## src/rtl/qsn_sched.sv

```systemverilog
// Column scheduler for the LDPC quasi-cyclic shift network: walks a per-row
// table of circulant shifts, feeds the external QSN and registers its result.
module qsn_sched #(
   parameter int unsigned LiftingFactor = 4,
   parameter int unsigned ShiftWidth    = 2,
   parameter int unsigned MaxCols       = 8,
   parameter int unsigned ColWidth      = 3
) (
   input  logic                     clk,
   input  logic                     rst_n,
   input  logic                     cfg_we,
   input  logic [ColWidth-1:0]      cfg_addr,
   input  logic [ShiftWidth-1:0]    cfg_shift,
   input  logic                     cfg_en,
   input  logic [ColWidth:0]        num_cols,
   input  logic                     start,
   output logic                     busy,
   output logic                     done,
   input  logic                     in_valid,
   output logic                     in_ready,
   input  logic [LiftingFactor-1:0] in_data,
   output logic [LiftingFactor-1:0] qsn_in,
   output logic [ShiftWidth-1:0]    qsn_shift,
   input  logic [LiftingFactor-1:0] qsn_out,
   output logic                     out_valid,
   input  logic                     out_ready,
   output logic [LiftingFactor-1:0] out_data,
   output logic [ColWidth-1:0]      out_col
);

   localparam int unsigned CntW = ColWidth + 1;

   typedef enum logic [1:0] {
      ST_IDLE  = 2'd0,
      ST_RUN   = 2'd1,
      ST_DRAIN = 2'd2,
      ST_DONE  = 2'd3
   } state_t;

   state_t                   r_state;
   logic [ShiftWidth-1:0]    r_shift [MaxCols];
   logic [MaxCols-1:0]       r_en;
   logic [ColWidth-1:0]      r_col;
   logic [CntW-1:0]          r_count;
   logic                     r_busy;
   logic                     r_done;
   logic                     r_out_valid;
   logic [LiftingFactor-1:0] r_out_data;
   logic [ColWidth-1:0]      r_out_col;

   logic                     w_in_ready;
   logic                     w_accept;
   logic                     w_last;
   logic [CntW-1:0]          w_num_cols;

   // in_ready depends only on registered state and out_ready, never on in_valid
   assign w_in_ready = (r_state == ST_RUN) && (!r_out_valid || out_ready);
   assign w_accept   = in_valid && w_in_ready;
   assign w_last     = ({1'b0, r_col} == (r_count - CntW'(1)));
   assign w_num_cols = (num_cols > CntW'(MaxCols)) ? CntW'(MaxCols) : num_cols;

   assign busy      = r_busy;
   assign done      = r_done;
   assign in_ready  = w_in_ready;
   assign qsn_in    = in_data;
   assign qsn_shift = r_shift[r_col];
   assign out_valid = r_out_valid;
   assign out_data  = r_out_data;
   assign out_col   = r_out_col;

   always_ff @(posedge clk or negedge rst_n) begin
      if (!rst_n) begin
         r_state     <= ST_IDLE;
         for (int i = 0; i < int'(MaxCols); i++) begin
            r_shift[i] <= '0;
         end
         r_en        <= '0;
         r_col       <= '0;
         r_count     <= '0;
         r_busy      <= 1'b0;
         r_done      <= 1'b0;
         r_out_valid <= 1'b0;
         r_out_data  <= '0;
         r_out_col   <= '0;
      end else begin
         r_done <= 1'b0;

         // Table is only writable between passes
         if (cfg_we && (r_state == ST_IDLE)) begin
            r_shift[cfg_addr] <= cfg_shift;
            r_en[cfg_addr]    <= cfg_en;
         end

         case (r_state)
            ST_IDLE: begin
               if (start) begin
                  r_busy <= 1'b1;
                  if (num_cols != '0) begin
                     r_count <= w_num_cols;
                     r_col   <= '0;
                     r_state <= ST_RUN;
                  end else begin
                     r_done  <= 1'b1;
                     r_state <= ST_DONE;
                  end
               end
            end
            ST_RUN: begin
               if (w_accept) begin
                  r_out_data  <= r_en[r_col] ? qsn_out : '0;
                  r_out_col   <= r_col;
                  r_out_valid <= 1'b1;
                  if (w_last) begin
                     r_col   <= '0;
                     r_state <= ST_DRAIN;
                  end else begin
                     r_col <= r_col + ColWidth'(1);
                  end
               end else if (r_out_valid && out_ready) begin
                  r_out_valid <= 1'b0;
               end
            end
            ST_DRAIN: begin
               if (!r_out_valid || out_ready) begin
                  r_out_valid <= 1'b0;
                  r_done      <= 1'b1;
                  r_state     <= ST_DONE;
               end
            end
            ST_DONE: begin
               r_busy  <= 1'b0;
               r_state <= ST_IDLE;
            end
            default: begin
               r_state <= ST_IDLE;
            end
         endcase
      end
   end

endmodule
```

## config.mk

```make
export PLATFORM = sky130hd
export DESIGN_NAME = qsn_sched
export DESIGN_NICKNAME = d
export VERILOG_FILES = /design/src/rtl/qsn_sched.sv
export SDC_FILE = /design/constraint.sdc
export NUM_CORES = 1
export LEC_CHECK = 0
export ABC_CLOCK_PERIOD_IN_PS = 2790
export CORE_MARGIN = 3
export CORE_UTILIZATION = 51
export DETAILED_ROUTE_END_ITERATION = 6
export PLACE_DENSITY = 0.77
export SYNTH_ARGS = -nofsm -noshare
export SYNTH_HDL_FRONTEND = slang
export SYNTH_SLANG_ARGS = --single-unit
export TNS_END_PERCENT = 30
```

## constraint.sdc

```tcl
create_clock -name clk -period 2.79 [get_ports clk]
set_clock_uncertainty 0.05 [all_clocks]
set_input_delay 0.558 -clock clk [delete_from_list [all_inputs] [get_ports clk]]
set_output_delay 0.558 -clock clk [all_outputs]
set_load 0.05 [all_outputs]
```

After elaboration in Yosys (flattened, before gate mapping)
Index checks and enable logic that the tools add are counted.
- register bits after elaboration: 43
- latch bits: 0
- memory bits (writable): 0
- bits in read-only memories: 0
- input bits: 24
- output and inout bits: 17
- word-level logic and storage cells: 91
- memories: 0
- add/subtract/negate cells: 2
- multipliers: 0
- div/mod/pow operators: 0
- order comparisons: 7
- eq/ne operators: 10
- shift-type cells: 0
- muxes and demuxes: 34
- bitwise gates (word level): 2
- reduce and logical (&&, ||, !) cells: 19
- operators by type and width (cell ; count):
    $bwmux 16 ; 1
    $mux 2 ; 8
    $mux 3 ; 4
    $mux 1 ; 9
    $bwmux 8 ; 1
    $ge 4x4->1 const B ; 2
    $lt 3x4->1 const B ; 2
    $mux 4 ; 2
    $ne 2x2->1 const B ; 4
    $not 3->4 ; 2
    $pmux 2 s4 ; 1
    $reduce_and 4->1 ; 2
    $bmux 2 s3 ; 1
    $demux 2 s3 ; 1
    $logic_and 1x1->1 ; 6
    $pmux 1 s2 ; 3
    $pmux 3 s2 ; 1
    $reduce_and 3->1 ; 2
    $reduce_bool 2->1 ; 3
    $eq 2x2->1 const B ; 2
    $eq 3x4->1 ; 1
    $gt 4x4->1 const B ; 1
    $lt 4x1->1 const B ; 1
    $reduce_and 2->1 ; 2
    12 further kinds ; 12

Logic depth before layout (Yosys ltp)
- word-level depth: 6
- gate-level depth with buffers: 7
- mapped depth without buffers: 7

Least setup slack after synthesis
No wires, ideal clock.
- path type: reg2out
- start: register r_col[0]
- end: output qsn_shift[0]
- arrival: 1434 ps
- data required time: 2182 ps
- path slack: 748 ps
- cell stages (with the launch flop): 5
- buffers on the path: 1
- cell sequence: dfrtp_1 -> buf_2 -> mux4_2 -> nand2_1 -> nand2_1
- longest elaborated chain between the ends: 4
- RTL lines (item ; line ; RTL):
    start: declaration ; 43 ; logic [ColWidth-1:0] r_col;
    start signal: assignment ; 117 ; r_col <= r_col + ColWidth'(1);
    $not 3->4 (not written as such) ; 66 ; assign qsn_shift = r_shift[r_col];
    $bmux 2 s3 ; 66 ;
    $mux 2 (not written as such) (2 in a row) ; 66 ;
    end: declaration ; 23 ; output logic [ShiftWidth-1:0] qsn_shift,
Every way passes these cells. The select of a mux whose other input is x is not followed.

Worst setup path after layout
- start: register r_col[0]
- end: output qsn_shift[1]
Same word-level chain as after synthesis.

==> out/metrics.cfg <==
[worst_setup_path]
cp-startpoint=r_col[0]
cp_num_buf_inv=1
cp-endpoint=qsn_shift[1]
cp_top_family=flip-flops
crit_chain=mux4_2 -> nand2_1 -> nand2_1 -> buf_4
start_kind=flip-flop
cpMostUsedCell=nand2_1
crit_path_end_kind=primary output
cp.required_ps=2180
crit_slowest_cell=dfrtp_1
critPathArrivalTime_ps=1920
ff2ff_setup_slack_ps=640
max_stage_delay_ps=700
reg2reg_to=r_state[1]
cp_max_fo=11
timing.rr.start=r_count[0]
worstSetupPathType=reg2out
cp.depth=4
reg2reg_depth=5

[layout]
layout-drive-gt1-share_pct=22.2
syn2layout_area_growth_pct=20.6
design_area_sq_um=2580
insertedDiodeCount=0
fin_nets=237
fin_cells=255
post-route-util_pct=66.9

[placement]
pre_cts_ws_ps=436
place_congestion=0.882
postPlaceCellArea_sq_um=2480
place_inst=248
place_hpwl_um=3220
io_buffers=32

[detailed_routing]
wl_per_cell_um=17.3
vias=1464
wirelength_um=4410
drtIter0Drc=65
drt_pass1_iterations=4
avgViaCountPerCell=5.74
drc=0
ant_nets=0

[pwr]
comb_power_share_pct=47.9
power_switching_mw=1.19
p_per_area_nw_per_um2=1180
power_leakage_nw=1.14
p_sw_share_pct=39.1
irDropWorstVdd_uv=779
clock_power_share_pct=15.5
internal_power_mw=1.85
finalPower_mw=3.04
p_seq_share_pct=36.6

[min_path]
hp-class=in2async

[clock_network]
clk_latency_ps=300
postCtsHoldBufs=0
cts-root-buf=clkbuf_8
cts_tree=done
h-tree-depth=2
post-cts-setup-buffers=0
cts_made_buffers=5
cts_max_path_buffers=2
cts_resized=0
path_clk_slew_ps=70
clkSinkCount=43

[timing]
fin_tns_setup_ps=0
fmax_ghz=0.396
layout_setup_ws_ps=263
finalSetupViolCount=0
hold_viol=0
slew_viol_final=0
finalCritPeriodShare_pct=90.6
fin_worst_hold_slack_ps=346
fin_crit_ps=2530
tightest_slew_ps=932
max-slew-margin-rel_pct=37.9
rsz0062_at_grt=false

[yosys]
synthArstFlopShare_pct=100
synth.avg_cell_area_sq_um=12.2
synth_nets=205
syn-instance-count=175
ys_seq_area_share_pct=50.3
syn_area_sq_um=2140
synth_cell_type_count=34
synth_top_flop_cell=dfrtp_1
ys_seq_elements=43
yosys_warnings=0
synth_edf_count=0

[grt]
grt_use_total_pct=19.4
grt_pass1_vias=1588
grt_pass1_wl_um=7670
overflow=0
grt_max_degree=44
antenna_found_initial=0

[floorplan]
num_rows=22
chipWidth_um=70.8
die_h_um=70.8
die-area_sq_um=5010
core_area_sq_um=3850
io_pins=41
initial_utilization_pct=55.5

[run]
maxCapViolCount=0

[outcome]
status=finished clean

## registers in the layout, indices dropped and copies added, names as in the netlist
name       flops
r_count        4
r_state        2
r_col          3
busy           1
out_valid      1
done           1
out_data       4
out_col        3
r_en           8
r_shift       16
## logic make-up after synthesis
group	after synthesis	share of synthesized area, %
adders and majority gates	6	3.51
muxes	35	21.5
and+or+nand+nor	44	10.2
buffers and inverters	19	4.09
AOI/OAI and AO/OA	25	9.18
xor gates and xnor gates	3	1.23
DFF	43	50.3
## synthesized netlist by cell type (2+ instances only)
master | number | area share, %
a21oi_1 | 3 | 0.70
a22o_1 | 8 | 3.3
a32o_1 | 2 | 0.94
buf_4 | 4 | 1.4
clkbuf_1 | 2 | 0.35
dfrtp_1 | 43 | 50
ha_1 | 6 | 3.5
inv_1 | 12 | 2.1
mux2_2 | 26 | 14
mux2i_1 | 2 | 0.94
mux4_2 | 6 | 6.3
nand2_1 | 19 | 3.3
nand2b_1 | 3 | 0.88
nand3b_1 | 2 | 0.70
nor2_1 | 9 | 1.6
o21ai_0 | 6 | 1.4
or2_2 | 2 | 0.58
or3_1 | 2 | 0.58
xnor2_1 | 3 | 1.2
## final cells by class
class,count,area [sq um]
fillers,299,1270
repair buffers,32,320
multi-input cells,113,976
clock inverters,1,30.0
clock buffers,6,72.6
well taps,48,60.1
inverters,12,45.0
flip-flops and latches,43,1080
## worst min path at each step
| stage | endpoint |
|---|---|
| after CTS | r_col[1] |
| final | r_count[3] |
| after detailed placement | r_shift[6] |
| after global routing | out_data[1] |
| after floorplan | busy |
| after global placement | out_col[2] |
## power groups by stage
stage / clock network [mW] / registers [mW] / logic (mW)
after floorplan: 0 / 1.21 / 0.957
after global placement: 0 / 1.11 / 1.41
after detailed placement: 0 / 1.13 / 1.45
after CTS: 0.481 / 1.11 / 1.47
after global routing: 0.505 / 1.16 / 1.58
final: 0.470 / 1.11 / 1.46
## cells in the final DEF, fill, tap and decap left out, drive strengths merged, types with 2 or more instances in the layout
master	n
a21oi	3
a22o	8
a32o	2
buf	4
clkbuf	6
clkdlybuf4s50	28
dfrtp	43
ha	6
inv	12
mux2	27
mux2i	2
mux4	6
nand2	19
nand2b	3
nand3b	2
nor2	10
o21ai	6
or2	2
or3	2
xnor2	3
## metal layers
metal | wire length (um) | GRT usage [%] | vias to the layer above
met1 | 1920 | 25.0 | 740
met4 | 63 | 6.47 | 0
met2 | 2190 | 31.4 | 36
li1 | - | - | 679
met3 | 234 | 5.68 | 9
met5 | 0 | 0 | -
Power figures use the tool's default switching activity.
